File: src/rtl/serial_sub_ctrl_if.sv
// Handshake and data bundle between a requester and the bit-serial subtractor.
//
// Handshake: the requester raises start for one or more cycles with a, b and
// bin stable; the block accepts it only on a rising edge where it is idle. After
// acceptance the block ignores start and the operand lines until it has raised
// done for exactly one cycle and returned to idle. busy marks the computation
// cycles. diff and borrow_out are valid from the done cycle until the next
// accepted start.
interface serial_sub_ctrl_if #(
    parameter int WIDTH = 8
);
    logic             start;
    logic [WIDTH-1:0] a;
    logic [WIDTH-1:0] b;
    logic             bin;
    logic             busy;
    logic             done;
    logic [WIDTH-1:0] diff;
    logic             borrow_out;

    // Requester side
    modport master (
        output start, a, b, bin,
        input  busy, done, diff, borrow_out
    );

    // Subtractor side
    modport slave (
        input  start, a, b, bin,
        output busy, done, diff, borrow_out
    );
endinterface

File: src/rtl/serial_sub_ctrl.sv
// Bit-serial subtractor: one shared full-subtractor cell walks a WIDTH-bit
// operand pair LSB first, one bit per clock, with the borrow held in a register.
module serial_sub_ctrl #(
    parameter int WIDTH = 8
) (
    input  logic                clk,
    input  logic                rst_n,
    serial_sub_ctrl_if.slave    bus,
    output logic [1:0]          dbg_state
);
    localparam int CW = (WIDTH > 1) ? $clog2(WIDTH) : 1;

    typedef enum logic [1:0] {
        IDLE = 2'd0,
        RUN  = 2'd1,
        DONE = 2'd2
    } state_t;

    state_t           state;
    state_t           state_nx;
    logic             load;
    logic             last;

    logic [WIDTH-1:0] a_sr;
    logic [WIDTH-1:0] b_sr;
    logic [WIDTH-1:0] res_sr;
    logic             brw;
    logic             bout_r;
    logic [CW-1:0]    cnt;

    logic             cell_x;
    logic             cell_y;
    logic             cell_c;
    logic             cell_d;
    logic             cell_bo;

    // Full-subtractor cell on the current LSBs and the running borrow
    assign cell_x  = a_sr[0];
    assign cell_y  = b_sr[0];
    assign cell_c  = brw;
    assign cell_d  = cell_x ^ cell_y ^ cell_c;
    assign cell_bo = (~cell_x & cell_y) | (~(cell_x ^ cell_y) & cell_c);

    // Next state, start acceptance and last-bit detection
    always_comb begin
        state_nx = state;
        load     = 1'b0;
        last     = 1'b0;
        case (state)
            IDLE: begin
                if (bus.start) begin
                    load     = 1'b1;
                    state_nx = RUN;
                end
            end
            RUN: begin
                if (cnt == CW'(WIDTH - 1)) begin
                    last     = 1'b1;
                    state_nx = DONE;
                end
            end
            DONE: begin
                state_nx = IDLE;
            end
            default: begin
                state_nx = IDLE;
            end
        endcase
    end

    // State register
    always_ff @(posedge clk or negedge rst_n) begin
        if (!rst_n) begin
            state <= IDLE;
        end else begin
            state <= state_nx;
        end
    end

    // Operand capture on accept, then one bit per clock while running
    always_ff @(posedge clk or negedge rst_n) begin
        if (!rst_n) begin
            a_sr   <= '0;
            b_sr   <= '0;
            res_sr <= '0;
            brw    <= 1'b0;
            bout_r <= 1'b0;
            cnt    <= '0;
        end else if (load) begin
            a_sr   <= bus.a;
            b_sr   <= bus.b;
            brw    <= bus.bin;
            res_sr <= '0;
            bout_r <= 1'b0;
            cnt    <= '0;
        end else if (state == RUN) begin
            a_sr   <= {1'b0, a_sr[WIDTH-1:1]};
            b_sr   <= {1'b0, b_sr[WIDTH-1:1]};
            res_sr <= {cell_d, res_sr[WIDTH-1:1]};
            brw    <= cell_bo;
            if (last) begin
                // Counter parks at WIDTH-1 until the next accepted start
                bout_r <= cell_bo;
            end else begin
                cnt <= cnt + 1'b1;
            end
        end
    end

    assign bus.busy       = (state == RUN);
    assign bus.done       = (state == DONE);
    assign bus.diff       = res_sr;
    assign bus.borrow_out = bout_r;
    assign dbg_state      = state;
endmodule

File: src/flat_wrapper.sv
// flat-port wrapper written by rule: the top's interface ports become plain ports
module serial_sub_ctrl_flat 
#(
    parameter int WIDTH = 8
)
  (clk, rst_n, dbg_state, bus_start, bus_a, bus_b, bus_bin, bus_busy, bus_done, bus_diff, bus_borrow_out);
  serial_sub_ctrl_if #(.WIDTH(WIDTH)) bus_i ();
  input  logic clk;
  input  logic rst_n;
  output logic [1:0] dbg_state;
  input wire logic [$bits(bus_i.start)-1:0] bus_start;
  input wire logic [$bits(bus_i.a)-1:0] bus_a;
  input wire logic [$bits(bus_i.b)-1:0] bus_b;
  input wire logic [$bits(bus_i.bin)-1:0] bus_bin;
  output wire logic [$bits(bus_i.busy)-1:0] bus_busy;
  output wire logic [$bits(bus_i.done)-1:0] bus_done;
  output wire logic [$bits(bus_i.diff)-1:0] bus_diff;
  output wire logic [$bits(bus_i.borrow_out)-1:0] bus_borrow_out;
  assign bus_i.start = bus_start;
  assign bus_i.a = bus_a;
  assign bus_i.b = bus_b;
  assign bus_i.bin = bus_bin;
  assign bus_busy = bus_i.busy;
  assign bus_done = bus_i.done;
  assign bus_diff = bus_i.diff;
  assign bus_borrow_out = bus_i.borrow_out;
  serial_sub_ctrl #(.WIDTH(WIDTH)) u_core (.clk(clk), .rst_n(rst_n), .bus(bus_i), .dbg_state(dbg_state));
endmodule
File: config.mk
export PLATFORM = sky130hd
export DESIGN_NAME = serial_sub_ctrl_flat
export DESIGN_NICKNAME = d
export VERILOG_FILES = /design/src/rtl/serial_sub_ctrl_if.sv /design/src/rtl/serial_sub_ctrl.sv /design/src/flat_wrapper.sv
export SDC_FILE = /design/constraint.sdc
export NUM_CORES = 1
export LEC_CHECK = 0
export CORE_MARGIN = 3
export CORE_UTILIZATION = 48
export DETAILED_ROUTE_END_ITERATION = 8
export PLACE_DENSITY_LB_ADDON = 0.2
export SLEW_MARGIN = 10
export SYNTH_ARGS = -nofsm -noshare
export SYNTH_HDL_FRONTEND = slang
export SYNTH_SLANG_ARGS = --single-unit
File: constraint.sdc
create_clock -name clk -period 1.56 [get_ports clk]
set_clock_uncertainty 0.15 [all_clocks]
set_input_delay 0.39 -clock clk [delete_from_list [all_inputs] [get_ports clk]]
set_output_delay 0.39 -clock clk [all_outputs]
set_load 0.05 [all_outputs]
Word level (Yosys, flattened, before mapping) --
Index checks and enable logic that the tools add are counted. Widths: inputs -> output; s select.
Word-level totals: register bits after elaboration 31
Cells by class: add/sub/neg operators 1, eq/ne operators 6, mux-type cells 21, bitwise operators 7, reduce and logical (&&, ||, !) cells 6
Operators with widths (number):
- $mux 8 | 6
- $mux 1 | 9
- $mux 3 | 3
- $reduce_and 2->1 | 3
- $mux 2 | 2
- $ne 2x1->1 const B | 2
- $pmux 2 s2 | 1
- $reduce_bool 2->1 | 2
- $add 3x1->3 const B | 1
- $eq 3x3->1 const B | 1
- $and 1x1->1 | 2
- $eq 2x1->1 const B | 1
- $eq 2x2->1 const B | 1
- $logic_not 2->1 | 1
- $ne 2x2->1 const B | 1
- $not 1->1 | 2
- $xor 1x1->1 | 2
- $or 1x1->1 | 1

Longest topological paths before layout --
depth after elaboration 7, depth in mapped cells 5

Worst setup path before layout --
No wires, ideal clock.
kind register -> output, start reg u_core.state[1] (netlist: u_core.dbg_state[1]), end out bus_done, arrival 1.764 ns, path slack -0.744 ns, cell stages (with the launch flop) 5, path buffers 2, cell sequence dfrtp_1 buf_4 inv_1 buf_2 nor2_1
Between the ends: longest elaborated chain between the ends 1
Ends and longest elaborated chain:
- start: declaration | line serial_sub_ctrl.sv:19 | state_t state;
- start signal: assignment | line serial_sub_ctrl.sv:76 | state <= state_nx;
- $eq 2x2->1 | line serial_sub_ctrl.sv:111 | assign bus.done = (state == DONE);
- end: declaration | line flat_wrapper.sv:16 | output wire logic [$bits(bus_i.done)-1:0] bus_done;
Every way passes these cells.

Worst setup path after layout --
Ends and elaborated chain as after synthesis.

==> summary.md <==
| Metric | Value |
|---|---|
| Status | `finished, violations left` |
| Violated checks | `negative setup slack` |
| Clock root cell | `clkbuf_4` |
| HP Class | `input pin to asynchronous set/reset pin` |
| # rows | `18` |
| P&R area growth vs syn | `55.1%` |
| Crit. End Element | `primary output` |
| Starting Density | `0.527` |
| Worst-Skew Late Latency | `340 ps` |
| Multi-input gate area | `579 um2` |
| Core box area | `0.00259 mm2` |
| Post-Synthesis Cell Area | `0.00137 mm2` |
| DRC | `0` |
| Pre-CTS setup slack | `-213 ps` |
| Vias per inst | `6.04` |
| Clock slew at reported path FFs | `100 ps` |
| Num ports | `33` |
| Detail Route Antenna Nets | `0` |
| First-pass DRT Iterations | `4` |
| # Max-Cap Violations | `0` |
| DR vias | `1,262` |
| Max clock buf depth | `2` |
| Synthesized flop and latch total | `31` |
| Initial antenna violation count | `0` |
| Dpl cell area | `0.00192 mm2` |
| Fin area | `0.00212 mm2` |
| CTS Sinks | `31` |
| Final setup viols | `5` |
| Syn nets | `150` |
| Fin worst setup slack | `-156 ps` |
| Post-Place Cells | `194` |
| Final hold vios | `0` |
| CTS tree | `built` |
| YS warnings | `0` |
| Worst Path Required | `1020 ps` |
| Slew headroom | `0.799` |
| Startpoint Class | `register` |
| PD cells | `2140 mW/mm2` |
| Layout filler cell count | `151` |
| Crit Path Class | `register to primary output` |
| Tightest Pin Transition | `298 ps` |
| Seq/Total Area, Yosys | `0.568` |
| Syn Area/Cell | `10.7 um2` |
| Crit path time final | `1720 ps` |
| Pin count of the biggest net entering global routing | `32` |
| Total power | `4.53 mW` |
| Die Area | `0.00352 mm2` |
| Synth unique cells | `26` |
| DIE HEIGHT | `59.3 um` |
| Top cells by area, synth | `dfrtp_1 (57%), o22ai_1 (6.4%), a21oi_1 (5.5%)` |
| CTS buffer count | `5` |
| Fin nets | `201` |
| Area share of the largest cell type after synthesis | `0.568` |
| Register area | `778 um2` |
| Crit path max fanout | `4` |
| GRT Util Overall | `0.217` |
| Die Width | `59.3 um` |
| DR iter-0 viols | `89` |
| PortBufs | `32` |
| Max Freq | `583 MHz` |
| Tcrit/Tclk final | `1.10` |
| WL/cell | `18.4 um` |
| Mapped Cells | `127` |
| Layout cells sized above 1 | `0.330` |
| First-pass GRT wire length | `5610 um` |
| Critical path arrival | `1180 ps` |
| Static Leak | `0.923 nW` |
| DRT Wirelength | `3840 um` |
| Post-synth top area cell | `dfrtp_1` |
| Peak VDD IR | `1.60 mV` |
| Final GP Congestion | `0.802` |
| Vias in the first global route | `1,218` |
| Slew Viols, Final | `0` |
| RSZ-0062 raised after global routing | `true` |
| Overflow left after global routing | `0` |
| Dpl hpwl | `2310 um` |
| Inserted Diodes | `0` |
| H-Tree Depth | `2` |
| Final std cells w/o fill | `209` |
## area by class of cell
cell class,count,area share
Tap cell,30,0.0177
Inverter,6,0.0154
Clock buffer,7,0.0307
Timing Repair Buffer,51,0.291
Clock inverter,1,0.00355
Multi-Input combinational cell,83,0.274
Sequential cell,31,0.368
## worst paths after layout
check                      cells past startpoint           startpoint                  end  slack (ps)
min                                            2                rst_n       u_core.b_sr[0]         250
max                                            4  u_core.dbg_state[1]             bus_done        -160
min in group clk                               1       u_core.a_sr[7]       u_core.a_sr[7]         380
min reg2reg                                    1       u_core.a_sr[7]       u_core.a_sr[7]         380
max in group asynchronous                      2                rst_n  u_core.dbg_state[0]         830
max reg2reg                                    4  u_core.dbg_state[0]       u_core.b_sr[0]           0
## repair_timing
action / CTS / global route
buffers inserted: 6 / 1
hold endpoints to repair: 0 / 0
hold buffers: 0 / 0
pin swaps: 1 / 0
gates resized for setup: 4 / 12
setup endpoints to repair: 5 / 15
## per-layer routing
metal  share of wire  track usage
met3           0.086       0.0501
met1            0.39        0.271
met5               0            0
met2            0.49        0.351
met4           0.041        0.107
## stage by stage
stage | utilization | setup TNS [ps] | hold WS, ps
floorplan | - | -158 | -55.6
global placement | 0.743 | -3630 | 341
detailed placement | 0.743 | -4050 | 340
CTS | 0.793 | -383 | 257
global route | 0.817 | -731 | 265
finish | 0.817 | -471 | 252
## flip-flops by register name (all words and copies together), names as in the netlist
| signal | count |
|---|---|
| u_core.a_sr | 8 |
| u_core.bus.diff | 8 |
| u_core.b_sr | 8 |
| u_core.bus.borrow_out | 1 |
| u_core.dbg_state | 2 |
| u_core.brw | 1 |
| u_core.cnt | 3 |
## worst max-delay path: stages (launching register included)
cell and delay (ps):
dfrtp_2 440, buf_6 130, inv_4 60, nor2_4 40, buf_12 150
## power breakdown
group          internal [mW]  switching [mW]
clock                  0.263           0.291
combinational           1.22            1.22
sequential              1.17           0.367
total                   2.65            1.88
## kinds of logic after synthesis
| kind of cell | share of synthesized area |
|---|---|
| buffers and inverters | 0.0522 |
| AO/OA/AOI/OAI | 0.239 |
| AND/OR/NAND/NOR | 0.107 |
| flip-flops | 0.568 |
| adder cells (fa/ha/maj) | 0.0330 |
## synth_stat cells
library cell  count
dfrtp_1          31
nor2_1           18
a21oi_1          15
o22ai_1          14
a22o_1            8
inv_1             4
nand2_1           4
nor3_1            4
buf_2             3
buf_4             3
o21ai_0           3
a22oi_1           2
a32o_1            2
ha_1              2
inv_2             2
nor4b_1           2
a211oi_1          1
buf_6             1
fa_1              1
nand2b_1          1
nand2b_2          1
nand3_1           1
o21ba_4           1
o21bai_2          1
o311ai_1          1
or2_2             1
## cells in the final DEF, fill, tap and decap left out, types with 4 or more instances in the layout
cell type and n:
a21oi_1 15, a22o_1 8, buf_12 14, buf_4 15
clkbuf_4 5, clkdlybuf4s50_1 19, dfrtp_1 29, nand2_1 4
nor2_1 16, nor3_1 4, o22ai_1 8, o22ai_2 6
(Power assumes the default switching activity.)
